`src/rtl/bcd_pkg.sv`:
```
// Shared constants and FSM state encoding for the sequential binary-to-BCD converter.
package bcd_pkg;

  localparam int BCD_DIGIT_W = 4;
  localparam int ADD3_THRESH = 5;
  localparam int ADJUST      = 3;

  typedef enum logic [1:0] {
    IDLE  = 2'd0,
    SHIFT = 2'd1,
    DONE  = 2'd2
  } bcd_state_t;

endpackage

```
`src/rtl/bin_to_bcd_seq_if.sv`:
```
// Start/done handshake and result bus between a requester (master) and the converter (slave).
interface bin_to_bcd_seq_if
  import bcd_pkg::*;
#(
  parameter int BIN_W  = 16,
  parameter int DIGITS = 5
) ();

  logic                            start;
  logic [BIN_W-1:0]                bin_in;
  logic                            busy;
  logic                            done;
  logic [DIGITS*BCD_DIGIT_W-1:0]   bcd_out;
  logic                            ovf;
  logic [DIGITS-1:0]               blank_n;

  modport master (
    output start, bin_in,
    input  busy, done, bcd_out, ovf, blank_n
  );

  modport slave (
    input  start, bin_in,
    output busy, done, bcd_out, ovf, blank_n
  );

endinterface

```
`src/rtl/bcd_digit_adj.sv`:
```
// Double-dabble digit correction: a BCD digit of 5 or more gets +3 before the next shift.
module bcd_digit_adj
  import bcd_pkg::*;
(
  input  logic [BCD_DIGIT_W-1:0] d,
  output logic [BCD_DIGIT_W-1:0] q
);

  // Inputs stay in 0..9, so d+3 tops out at 12 and never wraps the nibble.
  assign q = (d >= BCD_DIGIT_W'(ADD3_THRESH)) ? d + BCD_DIGIT_W'(ADJUST) : d;

endmodule

```
`src/rtl/bin_to_bcd_seq.sv`:
```
// Multi-cycle double-dabble converter, one input bit per clock, start/done handshake.
// Define BIN_TO_BCD_BLANK_EN to generate leading-zero blanking on blank_n.
module bin_to_bcd_seq
  import bcd_pkg::*;
#(
  parameter int BIN_W  = 16,
  parameter int DIGITS = 5
) (
  input  logic              clk,
  input  logic              rst_n,
  bin_to_bcd_seq_if.slave   bus
);

  localparam int BCD_W = DIGITS * BCD_DIGIT_W;
  localparam int CNT_W = (BIN_W > 1) ? $clog2(BIN_W) : 1;

  bcd_state_t       state_q, state_d;
  logic             load, shift_en;
  logic [CNT_W-1:0] cnt;
  logic [BIN_W-1:0] sh;
  logic [BCD_W-1:0] scratch, adj, scratch_nxt;
  logic             acc, acc_nxt;
  logic [BCD_W-1:0] bcd_q;
  logic             ovf_q;

  for (genvar k = 0; k < DIGITS; k++) begin : g_adj
    bcd_digit_adj u_adj (
      .d (scratch[k*BCD_DIGIT_W +: BCD_DIGIT_W]),
      .q (adj[k*BCD_DIGIT_W +: BCD_DIGIT_W])
    );
  end

  // Adjusted digits shift left by one; the next binary bit enters digit 0.
  assign scratch_nxt = {adj[BCD_W-2:0], sh[BIN_W-1]};
  assign acc_nxt     = acc | adj[BCD_W-1];

  always_ff @(posedge clk or negedge rst_n) begin
    if (!rst_n) state_q <= IDLE;
    else        state_q <= state_d;
  end

  always_comb begin
    state_d  = state_q;
    load     = 1'b0;
    shift_en = 1'b0;
    case (state_q)
      IDLE: begin
        if (bus.start) begin
          load    = 1'b1;
          state_d = SHIFT;
        end
      end
      SHIFT: begin
        shift_en = 1'b1;
        if (cnt == '0) state_d = DONE;
      end
      DONE:    state_d = IDLE;
      default: state_d = IDLE;
    endcase
  end

  // Results are captured on the last shift so they are already valid while done is high.
  always_ff @(posedge clk or negedge rst_n) begin
    if (!rst_n) begin
      cnt     <= '0;
      sh      <= '0;
      scratch <= '0;
      acc     <= 1'b0;
      bcd_q   <= '0;
      ovf_q   <= 1'b0;
    end else if (load) begin
      cnt     <= CNT_W'(BIN_W - 1);
      sh      <= bus.bin_in;
      scratch <= '0;
      acc     <= 1'b0;
    end else if (shift_en) begin
      sh      <= {sh[BIN_W-2:0], 1'b0};
      scratch <= scratch_nxt;
      acc     <= acc_nxt;
      if (cnt != '0) begin
        cnt <= cnt - 1'b1;
      end else begin
        bcd_q <= scratch_nxt;
        ovf_q <= acc_nxt;
      end
    end
  end

  assign bus.busy    = (state_q != IDLE);
  assign bus.done    = (state_q == DONE);
  assign bus.bcd_out = bcd_q;
  assign bus.ovf     = ovf_q;

`ifdef BIN_TO_BCD_BLANK_EN
  logic [DIGITS-1:0] blank_q;

  // A digit is blanked when it and every digit above it are zero; digit 0 always shows.
  function automatic logic [DIGITS-1:0] blank_mask(input logic [BCD_W-1:0] v, input logic o);
    logic [DIGITS-1:0] m;
    logic              any;
    any = 1'b0;
    m   = '0;
    for (int k = DIGITS - 1; k >= 0; k--) begin
      any  = any | (|v[k*BCD_DIGIT_W +: BCD_DIGIT_W]);
      m[k] = any | o;
    end
    m[0] = 1'b1;
    return m;
  endfunction

  always_ff @(posedge clk or negedge rst_n) begin
    if (!rst_n)                    blank_q <= '1;
    else if (shift_en && cnt == '0) blank_q <= blank_mask(scratch_nxt, acc_nxt);
  end

  assign bus.blank_n = blank_q;
`else
  assign bus.blank_n = '1;
`endif

endmodule

```
`src/flat_wrapper.sv`:
```
// flat-port wrapper written by rule: the top's interface ports become plain ports
module bin_to_bcd_seq_flat import bcd_pkg::*;
#(
  parameter int BIN_W  = 16,
  parameter int DIGITS = 5
)
  (clk, rst_n, bus_start, bus_bin_in, bus_busy, bus_done, bus_bcd_out, bus_ovf, bus_blank_n);
  bin_to_bcd_seq_if #(.BIN_W(BIN_W), .DIGITS(DIGITS)) bus_i ();
  input  logic clk;
  input  logic rst_n;
  input wire logic [$bits(bus_i.start)-1:0] bus_start;
  input wire logic [$bits(bus_i.bin_in)-1:0] bus_bin_in;
  output wire logic [$bits(bus_i.busy)-1:0] bus_busy;
  output wire logic [$bits(bus_i.done)-1:0] bus_done;
  output wire logic [$bits(bus_i.bcd_out)-1:0] bus_bcd_out;
  output wire logic [$bits(bus_i.ovf)-1:0] bus_ovf;
  output wire logic [$bits(bus_i.blank_n)-1:0] bus_blank_n;
  assign bus_i.start = bus_start;
  assign bus_i.bin_in = bus_bin_in;
  assign bus_busy = bus_i.busy;
  assign bus_done = bus_i.done;
  assign bus_bcd_out = bus_i.bcd_out;
  assign bus_ovf = bus_i.ovf;
  assign bus_blank_n = bus_i.blank_n;
  bin_to_bcd_seq #(.BIN_W(BIN_W), .DIGITS(DIGITS)) u_core (.clk(clk), .rst_n(rst_n), .bus(bus_i));
endmodule
```
`config.mk`:
```
export PLATFORM = sky130hd
export DESIGN_NAME = bin_to_bcd_seq_flat
export DESIGN_NICKNAME = d
export VERILOG_FILES = /design/src/rtl/bcd_pkg.sv /design/src/rtl/bin_to_bcd_seq_if.sv /design/src/rtl/bcd_digit_adj.sv /design/src/rtl/bin_to_bcd_seq.sv /design/src/flat_wrapper.sv
export SDC_FILE = /design/constraint.sdc
export NUM_CORES = 1
export LEC_CHECK = 0
export ABC_CLOCK_PERIOD_IN_PS = 1600
export CORE_MARGIN = 5
export CORE_UTILIZATION = 45
export DETAILED_ROUTE_END_ITERATION = 12
export HOLD_SLACK_MARGIN = 0.12
export PLACE_DENSITY_LB_ADDON = 0.2
export SLEW_MARGIN = 20
export SYNTH_ARGS = -nofsm -noshare
export SYNTH_HDL_FRONTEND = slang
export SYNTH_SLANG_ARGS = --single-unit
export TNS_END_PERCENT = 100
```
`constraint.sdc`:
```
create_clock -name clk -period 1.6 [get_ports clk]
set_input_delay 0.32 -clock clk [delete_from_list [all_inputs] [get_ports clk]]
set_output_delay 0.32 -clock clk [all_outputs]
set_load 0.02 [all_outputs]
```
==> impl_summary.log <==
INFO  metric internal-power = 5.230 mW
INFO  metric timing.critical_path.fanout_max = 6
INFO  metric timing.final.ws_setup = between 0.04 and 0.05 ns
INFO  metric cpPeakStageDelay = 0.47 ns
INFO  metric die_area = 0.008790 mm²
INFO  metric rsz0062_at_grt = yes
INFO  metric port_buffers = 41
INFO  metric antenna_left = 0
INFO  metric final_nets = roughly 430
INFO  metric synth_ff_type = sky130_fd_sc_hd__dfrtp_1
INFO  metric path_cells = inv_2, ha_4, nand2b_1, or3_4, buf_4, inv_2, a2bb2oi_2
INFO  metric clkLatencyLatePin = around 0.34 ns
INFO  metric core_area = between 0.006 and 0.007 mm²
INFO  metric floorplan.die.height = ~94 µm
INFO  metric p_comb_frac = 0.482
INFO  metric timing.final.crit_share = 0.9732
INFO  metric grt_first_pass_wirelength = approximately 11,000 µm
INFO  metric sw_frac_of_total = 0.3901
INFO  metric drt-initial-drc-count = approximately 150
INFO  metric antennaDiodeCount = 0
INFO  metric critical_path_cell_count = 7
INFO  metric crit_required = about 1.9 ns
INFO  metric top_area_cells_in_the_synthesized_netlist = sky130_fd_sc_hd__dfrtp_1 51%, sky130_fd_sc_hd__nand2_1 7.7%, sky130_fd_sc_hd__o21ai_2 5.3%, sky130_fd_sc_hd__ha_1 4.8%, sky130_fd_sc_hd__o21ai_0 4.3%
INFO  metric setup.worst_path.start_class = flip-flop
INFO  metric netlist.top_cell.by_area = sky130_fd_sc_hd__dfrtp_1
INFO  metric totalWireLength = between 6000 and 7000 µm
INFO  metric outcome = finished clean
INFO  metric preCtsSetupSlack = -0.03392 ns
INFO  metric timing.critical_path.max_delay_family = simple AND/OR/NAND/NOR gates
INFO  metric clock-skew-final = approximately 0.011 ns
INFO  metric grt_max_degree = 65
INFO  metric cts.htree.levels = 3
INFO  metric placed_area = 0.003815 mm²
INFO  metric number_of_global_route_vias_before_repair = between 2,000 and 2,500
INFO  metric crit_path_most_repeated_cell = sky130_fd_sc_hd__inv_2
INFO  metric power.share.sequential = 0.337
INFO  metric top_level_ports = 47
INFO  metric max_cap_violations = 0
INFO  metric floorplan.initialDensity = 0.4646
INFO  metric post_synth.cell_area_avg = 9.834 µm²
INFO  metric timing.critical_path.to_type = flip-flop
INFO  metric number_of_distinct_library_cells_after_synthesis = 31
INFO  metric worst-path-buf-inv = 3
INFO  metric criticalPathCategory = flip-flop to flip-flop
INFO  metric worst_ir_drop_vdd = 830.2 µV
INFO  metric clock_power_share = 0.181
INFO  metric total_setup_violations_reported_at_the_end_of_the_flow = 0
INFO  metric globalRouteTotalUtil = 0.1595
INFO  metric via_count = roughly 2,500
INFO  metric grt.overflow.total = 0
INFO  metric synth.yosys.seq_area_share = 0.5073
INFO  metric synthArstFlopShare = 1.000
INFO  metric powerDensity = 2035 mW/mm²
INFO  metric rr_worst_depth = 7
INFO  metric detail_route.wl_per_cell = approximately 14 µm
INFO  metric netlist.area_leader.share = 0.5073
INFO  metric post-route-min-period = around 1.6 ns
INFO  metric dpl.hpwl = approximately 4300 µm
INFO  metric finalHoldViolations = 0
INFO  metric mappedNetlistArea = roughly 0.0032 mm²
INFO  metric layout-area-overhead-vs-synth = 33.45%
INFO  metric detail_route.first_pass.iterations = 4
INFO  metric worst_setup_hold_path_clk_slew = about 0.07 ns
INFO  metric cts.sink_count = 64
INFO  metric drt_drc_violations_left = 0
INFO  metric timing.fmax = 642.2 MHz
INFO  metric dieWidth = ~94 µm
INFO  metric finalPower = roughly 8.6 mW
INFO  metric yosysWarnings = 0
INFO  metric placement_rows = 30
INFO  metric antenna_found_initial = 0
INFO  metric deepest_clock_path_buffer_count = 2
INFO  metric gp_congestion = between 0.7 and 0.8
INFO  metric clk_root_buffer_cell = sky130_fd_sc_hd__clkbuf_8
INFO  metric cts_tree = built
INFO  metric layout.cell_area.non_filler = ~0.0042 mm²
INFO  metric cp_slowest_cell = sky130_fd_sc_hd__or3_4
INFO  metric hold_path_class = flip-flop to flip-flop
INFO  metric synth_enable_flop_cells = 0
INFO  metric final_core_util = 0.6201
INFO  metric drv_slew = 0
INFO  metric holdPathStages = 2
INFO  metric syn_inst = roughly 320
INFO  metric cts_made_buffers = 9
INFO  metric power.net_switching = 3.345 mW
INFO  metric static-leakage-power = about 2.0 nW
INFO  metric critPathArrivalTime = 1.82 ns
INFO  metric ys_seq_elements = 64
INFO  metric layout-drive-gt1-share = 0.2581
INFO  metric via_per_inst = 5.065
cell usage after synthesis, types with 2 or more instances:
cell	number
sky130_fd_sc_hd__o31ai_1	2
sky130_fd_sc_hd__nor3b_1	11
sky130_fd_sc_hd__buf_4	5
sky130_fd_sc_hd__nor2_1	2
sky130_fd_sc_hd__dfrtp_1	64
sky130_fd_sc_hd__o21ai_2	19
sky130_fd_sc_hd__o21ai_0	27
sky130_fd_sc_hd__a21oi_1	16
sky130_fd_sc_hd__nand2_1	65
sky130_fd_sc_hd__xnor2_1	6
sky130_fd_sc_hd__nand2b_1	7
sky130_fd_sc_hd__clkbuf_1	10
sky130_fd_sc_hd__nand3_1	19
sky130_fd_sc_hd__mux2_2	5
sky130_fd_sc_hd__a22oi_1	15
sky130_fd_sc_hd__buf_6	5
sky130_fd_sc_hd__inv_1	14
sky130_fd_sc_hd__nor3_1	5
sky130_fd_sc_hd__ha_1	12
stage by stage:
step	hold WS, ns	setup TNS (ns)	cells
floorplan	0.02441	0	325
global route	0.4967	-0.08990	495
CTS	0.4760	0	486
global placement	0.3632	0	469
detailed placement	0.3622	-0.5855	469
finish	0.4691	0	495
flip-flops by register name, indices dropped and copies added, names as in the netlist:
| signal | flops |
|---|---|
| u_core.acc | 1 |
| u_core.bus.bcd_out | 20 |
| u_core.bus.ovf | 1 |
| u_core.cnt | 4 |
| u_core.scratch | 20 |
| u_core.sh | 16 |
| u_core.state_q | 2 |
cell type report:
| type | instances | area (µm²) |
|---|---|---|
| clock buffers | 12 | 155.1 |
| clock inverters | 3 | 65.06 |
| fillers | 600 | 2581 |
| inverters | 14 | 52.55 |
| multi-input cells | 225 | 1444 |
| flip-flops and latches | 64 | 1602 |
| well taps | 96 | 120.1 |
| repair buffers | 81 | 774.5 |
power groups by stage:
| stage | clock (mW) | sequential, mW | combinational (mW) |
|---|---|---|---|
| finish | 1.55 | 2.89 | 4.13 |
| global route | 1.67 | 3.00 | 4.59 |
| global placement | 0 | 2.86 | 3.82 |
| floorplan | 0 | 3.04 | 2.26 |
| CTS | 1.59 | 2.86 | 3.82 |
| detailed placement | 0 | 2.89 | 3.93 |
kinds of logic after synthesis:
group / count (synthesis) / share of synthesized area
AO/OA/AOI/OAI: 83 / 0.1732
buffers and inverters: 36 / 0.06619
multiplexers: 5 / 0.01783
AND/OR/NAND/NOR: 114 / 0.1700
flip-flops: 64 / 0.5073
adder cells (fa/ha/maj): 12 / 0.04756
other: 1 / 0.001188
XOR/XNOR: 6 / 0.01665
per-layer routing:
layer | up-vias | GRT usage | part of all wire
li1 | 1241 | - | -
met1 | 1197 | 0.2066 | 0.46
met2 | 60 | 0.2561 | 0.47
met3 | 9 | 0.04247 | 0.056
met4 | 0 | 0.05776 | 0.014
met5 | - | 0 | 0
path summary, 6_finish.rpt:
check / start / endpoint / slack, ns
max: u_core.cnt[1] / u_core.bus.ovf / 0.04
min: u_core.bus.bcd_out[7] / u_core.bus.bcd_out[7] / 0.47
max reg2reg: u_core.cnt[1] / u_core.bus.ovf / 0.04
min reg2reg: u_core.bus.bcd_out[7] / u_core.bus.bcd_out[7] / 0.47
max in group asynchronous: rst_n / u_core.sh[12] / 0.78
min in group asynchronous: rst_n / u_core.scratch[14] / 0.53
cell usage in the layout, fill, tap and decap left out, drive strengths merged:
| master | instances |
|---|---|
| dlygate4sd2 | 21 |
| dlygate4sd3 | 1 |
| nand3 | 19 |
| clkinv | 1 |
| bufinv | 2 |
| a31oi | 1 |
| dfrtp | 64 |
| a21oi | 16 |
| or3 | 1 |
| nor2b | 1 |
| and2b | 1 |
| buf | 39 |
| clkdlybuf4s50 | 17 |
| nor2 | 3 |
| o211ai | 1 |
| ha | 12 |
| nor3b | 11 |
| or4 | 1 |
| o21ai | 46 |
| o31ai | 2 |
| a311oi | 1 |
| clkbuf | 15 |
| a22oi | 15 |
| xnor2 | 6 |
| a2bb2oi | 1 |
| nor3 | 5 |
| inv | 14 |
| nand2b | 7 |
| conb | 5 |
| nand2 | 65 |
| mux2 | 5 |
timing repair:
| action | 4_1_cts | 5_1_grt |
|---|---|---|
| resized for setup | 31 | 27 |
| pin swaps | 0 | 7 |
| endpoints found under the hold margin | 64 | 0 |
| setup endpoints to repair | 46 | 21 |
| buffers inserted | 1 | 6 |
| gates cloned | 0 | 3 |
| hold buffers | 1 | 0 |
worst register-to-register path, cell delays in order, from the launching register on:
cell	delay [ns]
sky130_fd_sc_hd__dfrtp_1	0.39
sky130_fd_sc_hd__inv_2	0.08
sky130_fd_sc_hd__ha_4	0.12
sky130_fd_sc_hd__nand2b_1	0.07
sky130_fd_sc_hd__or3_4	0.47
sky130_fd_sc_hd__buf_4	0.18
sky130_fd_sc_hd__inv_2	0.06
sky130_fd_sc_hd__a2bb2oi_2	0.12
Power figures use the tool's default switching activity.
